$ cat src/rtl/dmg_clk_pkg.sv
// Shared definitions for the raw-oscillator reset/STOP sequencer:
// state encoding, default timing parameters and a clog2 helper.
package dmg_clk_pkg;

  typedef enum logic [2:0] {
    ST_HOLD = 3'd0,
    ST_WAIT = 3'd1,
    ST_RUN  = 3'd2,
    ST_STOP = 3'd3,
    ST_WAKE = 3'd4
  } seq_state_e;

  localparam int unsigned DEF_RESET_HOLD  = 8;
  localparam int unsigned DEF_STABLE_BITS = 16;

  typedef struct packed {
    logic soc_reset;
    logic osc_ena;
    logic osc_stable;
    logic clk_ena;
  } seq_out_t;

  function automatic int unsigned clog2(input int unsigned v);
    int unsigned r;
    r = 0;
    while ((64'd1 << r) < 64'(v)) r++;
    return r;
  endfunction

  // Output levels held while resident in a state; illegal codes map to reset levels.
  function automatic seq_out_t state_outputs(input seq_state_e s);
    seq_out_t o;
    case (s)
      ST_RUN:  o = '{soc_reset: 1'b0, osc_ena: 1'b1, osc_stable: 1'b1, clk_ena: 1'b1};
      ST_STOP: o = '{soc_reset: 1'b0, osc_ena: 1'b0, osc_stable: 1'b0, clk_ena: 1'b0};
      ST_WAKE: o = '{soc_reset: 1'b0, osc_ena: 1'b1, osc_stable: 1'b0, clk_ena: 1'b0};
      default: o = '{soc_reset: 1'b1, osc_ena: 1'b1, osc_stable: 1'b0, clk_ena: 1'b0};
    endcase
    return o;
  endfunction

endpackage

$ cat src/rtl/osc_stab_counter.sv
// Clear/enable up-counter with an exact-match terminal flag; saturates
// rather than wrapping so a missed clear can never fake a terminal.
module osc_stab_counter #(
  parameter int unsigned W = 16
) (
  input  logic         clk,
  input  logic         rst,
  input  logic         i_clr,
  input  logic         i_en,
  input  logic [W-1:0] i_cmp,
  output logic         o_term
);

  logic [W-1:0] r_cnt;

  always_ff @(posedge clk or posedge rst) begin
    if (rst) begin
      r_cnt <= '0;
    end else if (i_clr) begin
      r_cnt <= '0;
    end else if (i_en && (r_cnt != '1)) begin
      r_cnt <= r_cnt + 1'b1;
    end
  end

  assign o_term = (r_cnt == i_cmp);

endmodule

$ cat src/rtl/osc_rst_seq.sv
// Power-on / STOP sequencer on the raw pad clock: holds reset, waits for
// oscillator settling, then enables ClkGen; handles STOP shutdown and wake.
module osc_rst_seq
  import dmg_clk_pkg::*;
#(
  parameter int unsigned RESET_HOLD  = DEF_RESET_HOLD,
  parameter int unsigned STABLE_BITS = DEF_STABLE_BITS
) (
  input  logic       clk,
  input  logic       reset,
  input  logic       stop_req,
  input  logic       wake,
  output logic       soc_reset,
  output logic       osc_ena,
  output logic       osc_stable,
  output logic       clk_ena,
  output logic [2:0] seq_state
);

  localparam int unsigned CNT_W =
    (STABLE_BITS > clog2(RESET_HOLD)) ? STABLE_BITS : clog2(RESET_HOLD);
  localparam logic [CNT_W-1:0] HOLD_TERM   = CNT_W'(RESET_HOLD - 1);
  localparam logic [CNT_W-1:0] SETTLE_TERM = CNT_W'({STABLE_BITS{1'b1}});

  seq_state_e   r_state;
  seq_state_e   w_nxt_state;
  seq_out_t     r_out;
  logic         w_cnt_clr;
  logic         w_cnt_en;
  logic         w_cnt_term;
  logic [CNT_W-1:0] w_cnt_cmp;

  osc_stab_counter #(
    .W (CNT_W)
  ) u_cnt (
    .clk    (clk),
    .rst    (reset),
    .i_clr  (w_cnt_clr),
    .i_en   (w_cnt_en),
    .i_cmp  (w_cnt_cmp),
    .o_term (w_cnt_term)
  );

  always_comb begin
    w_nxt_state = r_state;
    w_cnt_clr   = 1'b0;
    w_cnt_en    = 1'b0;
    w_cnt_cmp   = SETTLE_TERM;
    case (r_state)
      ST_HOLD: begin
        w_cnt_cmp = HOLD_TERM;
        if (w_cnt_term) begin
          w_nxt_state = ST_WAIT;
          w_cnt_clr   = 1'b1;
        end else begin
          w_cnt_en = 1'b1;
        end
      end
      ST_WAIT, ST_WAKE: begin
        if (w_cnt_term) begin
          w_nxt_state = ST_RUN;
          w_cnt_clr   = 1'b1;
        end else begin
          w_cnt_en = 1'b1;
        end
      end
      ST_RUN: begin
        w_cnt_clr = 1'b1;
        if (stop_req) w_nxt_state = ST_STOP;
      end
      ST_STOP: begin
        // Counter is held clear here so WAKE always starts counting from zero.
        w_cnt_clr = 1'b1;
        if (wake) w_nxt_state = ST_WAKE;
      end
      default: begin
        w_nxt_state = ST_HOLD;
        w_cnt_clr   = 1'b1;
      end
    endcase
  end

  always_ff @(posedge clk or posedge reset) begin
    if (reset) begin
      r_state <= ST_HOLD;
      r_out   <= '{soc_reset: 1'b1, osc_ena: 1'b1, osc_stable: 1'b0, clk_ena: 1'b0};
    end else begin
      r_state <= w_nxt_state;
      r_out   <= state_outputs(w_nxt_state);
    end
  end

  assign soc_reset  = r_out.soc_reset;
  assign osc_ena    = r_out.osc_ena;
  assign osc_stable = r_out.osc_stable;
  assign clk_ena    = r_out.clk_ena;
  assign seq_state  = r_state;

endmodule

$ cat config.mk
export PLATFORM = sky130hd
export DESIGN_NAME = osc_rst_seq
export DESIGN_NICKNAME = d
export VERILOG_FILES = /design/src/rtl/dmg_clk_pkg.sv /design/src/rtl/osc_stab_counter.sv /design/src/rtl/osc_rst_seq.sv
export SDC_FILE = /design/constraint.sdc
export NUM_CORES = 1
export LEC_CHECK = 0
export ABC_AREA = 0
export BUFFER_PORTS_ARGS = -buffer_cell sky130_fd_sc_hd__buf_2
export CAP_MARGIN = 30
export CORE_MARGIN = 3
export CORE_UTILIZATION = 40
export CTS_CLUSTER_DIAMETER = 30
export DETAILED_ROUTE_END_ITERATION = 6
export GPL_TIMING_DRIVEN = 0
export SYNTH_ARGS = -nofsm -noshare
export SYNTH_HDL_FRONTEND = slang
export SYNTH_SLANG_ARGS = --single-unit
export TNS_END_PERCENT = 100
$ cat constraint.sdc
create_clock -name clk -period 4.75 [get_ports clk]
set_input_delay 0.2375 -clock clk [delete_from_list [all_inputs] [get_ports clk]]
set_output_delay 0.2375 -clock clk [all_outputs]
set_load 0.05 [all_outputs]
==> flow_summary.json <==
{
  "setup_viol": 0,
  "cts_tree": "built",
  "report.final.hold_viol_count": 0,
  "timing.critical_path.cells": "ha_1 > clkbuf_1 > nand3_1 > o41ai_1 > a221o_2 > buf_6 > a21oi_1",
  "grt_max_degree": 23,
  "rr_startpoint": "u_cnt.r_cnt[0]$_DFFE_PP0P_",
  "floorplan.core_area_um2": 2900,
  "core.rowCount": 19,
  "timing.critical_path.from_type": "flip-flop",
  "yosysUniqueCellTypes": 38,
  "cts_hold_repair.buffers": 0,
  "io_buffer_count": 10,
  "postCtsResizedCells": 0,
  "ir_drop_v": 0.000125,
  "layout_common_cells": "20 x dfrtp_1, 16 x buf_2, 16 x nor2_1, 12 x nand3_1, 10 x a21oi_1",
  "grt_pass1_vias": 1068,
  "cts.htree.levels": 1,
  "timing.critical_path.fanout_max": 10,
  "design.portCount": 11,
  "drt-initial-drc-count": 47,
  "timing.rr.end": "u_cnt.r_cnt[15]$_DFFE_PP0P_",
  "leakage_nw": 0.570,
  "clock_skews_ns": 0.000892,
  "layout_commonest_cell": "dfrtp_1",
  "postPlaceCellArea_um2": 1390,
  "design_area_um2": 1420,
  "die_height_um": 62.6,
  "worstSetupPathType": "reg -> reg",
  "viasPerCell": 5.71,
  "timing.max_cap.violations": 0,
  "synth_ff_type": "dfrtp_1",
  "timing.critical_path.required_ns": 4.94,
  "grt_remaining_overflow": 0,
  "post_drt_wl_per_cell_um": 14.3,
  "end_kind": "flip-flop",
  "postCtsSetupRepairBufs": 0,
  "grt_antenna_before_repair": 0,
  "timing_worst_slew_pin_value_ns": 0.832,
  "final_cell_count_no_fill": 198,
  "initial_utilization": 0.442,
  "hold_ws_ns": 0.0723,
  "clock_sink_count": 22,
  "final_routed_wirelength_across_all_metal_layers_mm": 2.83,
  "cts_max_path_buffers": 2,
  "clk_root_buffer_cell": "clkbuf_4",
  "syn_nets": 147,
  "postSynthRegisterBits": 22,
  "post_synth_inst_count": 142,
  "min_path_type": "in -> async",
  "antenna_cells": 0,
  "fmax_mhz": 442,
  "outcome": "completed",
  "drtPass1Iterations": 4,
  "final_nets": 162,
  "grt_usage": 0.152,
  "critical-path-slowest-cell": "dfrtp_1",
  "place.gp.congestion": 0.832,
  "dieWidth_um": 62.6,
  "drcViolationCount": 0,
  "final_layout_size_suffix_gt1_frac": 0.192,
  "timing.slew.headroom": 0.445,
  "post_synthesis_area_per_instance_um2": 9.03,
  "clk-insertion-delay-late_ns": 0.30,
  "arrival_time_reported_for_the_critical_path_endpoint_ns": 2.45,
  "dp_cells": 194,
  "synth-edff-count": 0,
  "synth.cell_area_um2": 1280,
  "async_reset_ff_frac": 1.00,
  "layout_area_growth_over_synthesis_pct": 10.8,
  "r2r_slack_ns": 2.49,
  "ff2ff_path_depth": 7,
  "ys_warn_count": 0,
  "critical_path_max_stage_delay_ns": 0.42,
  "hpwl_mm": 2.09,
  "power_per_cell_area_nw_per_um2": 210,
  "postRouteAntennaNets": 0,
  "clkTransAtPathRegs_ns": 0.13,
  "floorplan.die_area_um2": 3920,
  "timing.final.max_slew_violations": 0,
  "grt_pass1_wl_mm": 4.91,
  "fin_crit_sh": 0.476,
  "totalNegativeSetupSlack_ns": 0,
  "grt_setup_unrepaired": "false",
  "vias": 1130,
  "cts_made_buffers": 3,
  "final.min_clock_period_ns": 2.26,
  "synth-seq-area-share": 0.431
}
## worst max path at each step
stage,end,start
2_1_floorplan,u_cnt.r_cnt[14]$_DFFE_PP0P_,u_cnt.r_cnt[0]$_DFFE_PP0P_
3_3_place_gp,u_cnt.r_cnt[15]$_DFFE_PP0P_,u_cnt.r_cnt[0]$_DFFE_PP0P_
3_5_place_dp,u_cnt.r_cnt[6]$_DFFE_PP0P_,u_cnt.r_cnt[0]$_DFFE_PP0P_
4_1_cts,u_cnt.r_cnt[6]$_DFFE_PP0P_,u_cnt.r_cnt[0]$_DFFE_PP0P_
5_1_grt,u_cnt.r_cnt[15]$_DFFE_PP0P_,u_cnt.r_cnt[0]$_DFFE_PP0P_
6_report,u_cnt.r_cnt[15]$_DFFE_PP0P_,u_cnt.r_cnt[0]$_DFFE_PP0P_
## critical path: cells and delay by family, from the launching register on
family	cells	cell delay, ns
adder cells (fa/ha/maj)	1	0.16
flip-flops	1	0.42
AO/OA/AOI/OAI	3	0.71
AND/OR/NAND/NOR	1	0.31
buffers and inverters	2	0.54
## cell usage after synthesis, drive strengths merged (2+ instances only)
cell type	number	area (µm²)
a211oi	2	15.0
a21oi	10	50.1
buf	8	48.8
clkbuf	2	7.51
dfrtp	20	500
dfstp	2	52.6
inv	7	26.3
nand2	9	33.8
nand3	12	60.1
nand4	4	31.3
nor2	16	60.1
nor3	7	35.0
nor4	4	46.3
o21ai	2	10.0
o31ai	4	30.0
o41ai	6	52.6
or3	6	42.5
or4	7	56.3
xor2	2	17.5
## layout make-up
class	instances	area, µm²
fillers	292	1480
multi-input cells	103	647
flip-flops and latches	22	553
plain buffers	10	56.3
well taps	42	52.6
repair buffers	10	50.0
clock buffers	4	36.3
inverters	7	26.3
## sequential cells by signal, indices dropped and copies added (netlist names)
| signal | count |
|---|---|
| soc_reset | 1 |
| u_cnt.r_cnt | 16 |
| clk_ena | 1 |
| seq_state | 3 |
| osc_ena | 1 |
## metal layers
layer	GRT usage	vias to the layer above	routed length, µm	part of all wire
li1	-	563	-	-
met1	0.198	547	1370	0.48
met2	0.254	16	1350	0.48
met3	0.0234	4	66	0.023
met4	0.0551	0	40	0.014
met5	0	-	0	0
## cells by family (layout without fill, tap and decap cells)
| group | count (synthesis) | count (layout) | share of synthesized area |
|---|---|---|---|
| simple gates | 69 | 69 | 0.310 |
| compound gates | 30 | 30 | 0.163 |
| flops | 22 | 22 | 0.431 |
| buf+inv | 17 | 31 | 0.0644 |
| xor+xnor | 2 | 2 | 0.0137 |
| fa+ha+maj | 1 | 1 | 0.00975 |
| mux | 1 | 1 | 0.00781 |
## power by group
part | switching (mW) | internal (mW) | total [mW] | leakage [nW]
Sequential | 0 | 0.187 | 0.187 | 0.286
Combinational | 0.00427 | 0.00104 | 0.00530 | 0.263
Clock | 0.0584 | 0.0467 | 0.105 | 0.0210
Total | 0.0627 | 0.235 | 0.298 | 0.570
## metrics by stage
step,total power [mW],utilization,worst slack (ns)
2_1_floorplan,0.194,-,2.88
3_3_place_gp,0.196,0.478,2.59
3_5_place_dp,0.197,0.478,2.53
4_1_cts,0.302,0.490,2.51
5_1_grt,0.312,0.490,2.24
6_report,0.298,0.490,2.49
(Power assumes the default switching activity.)
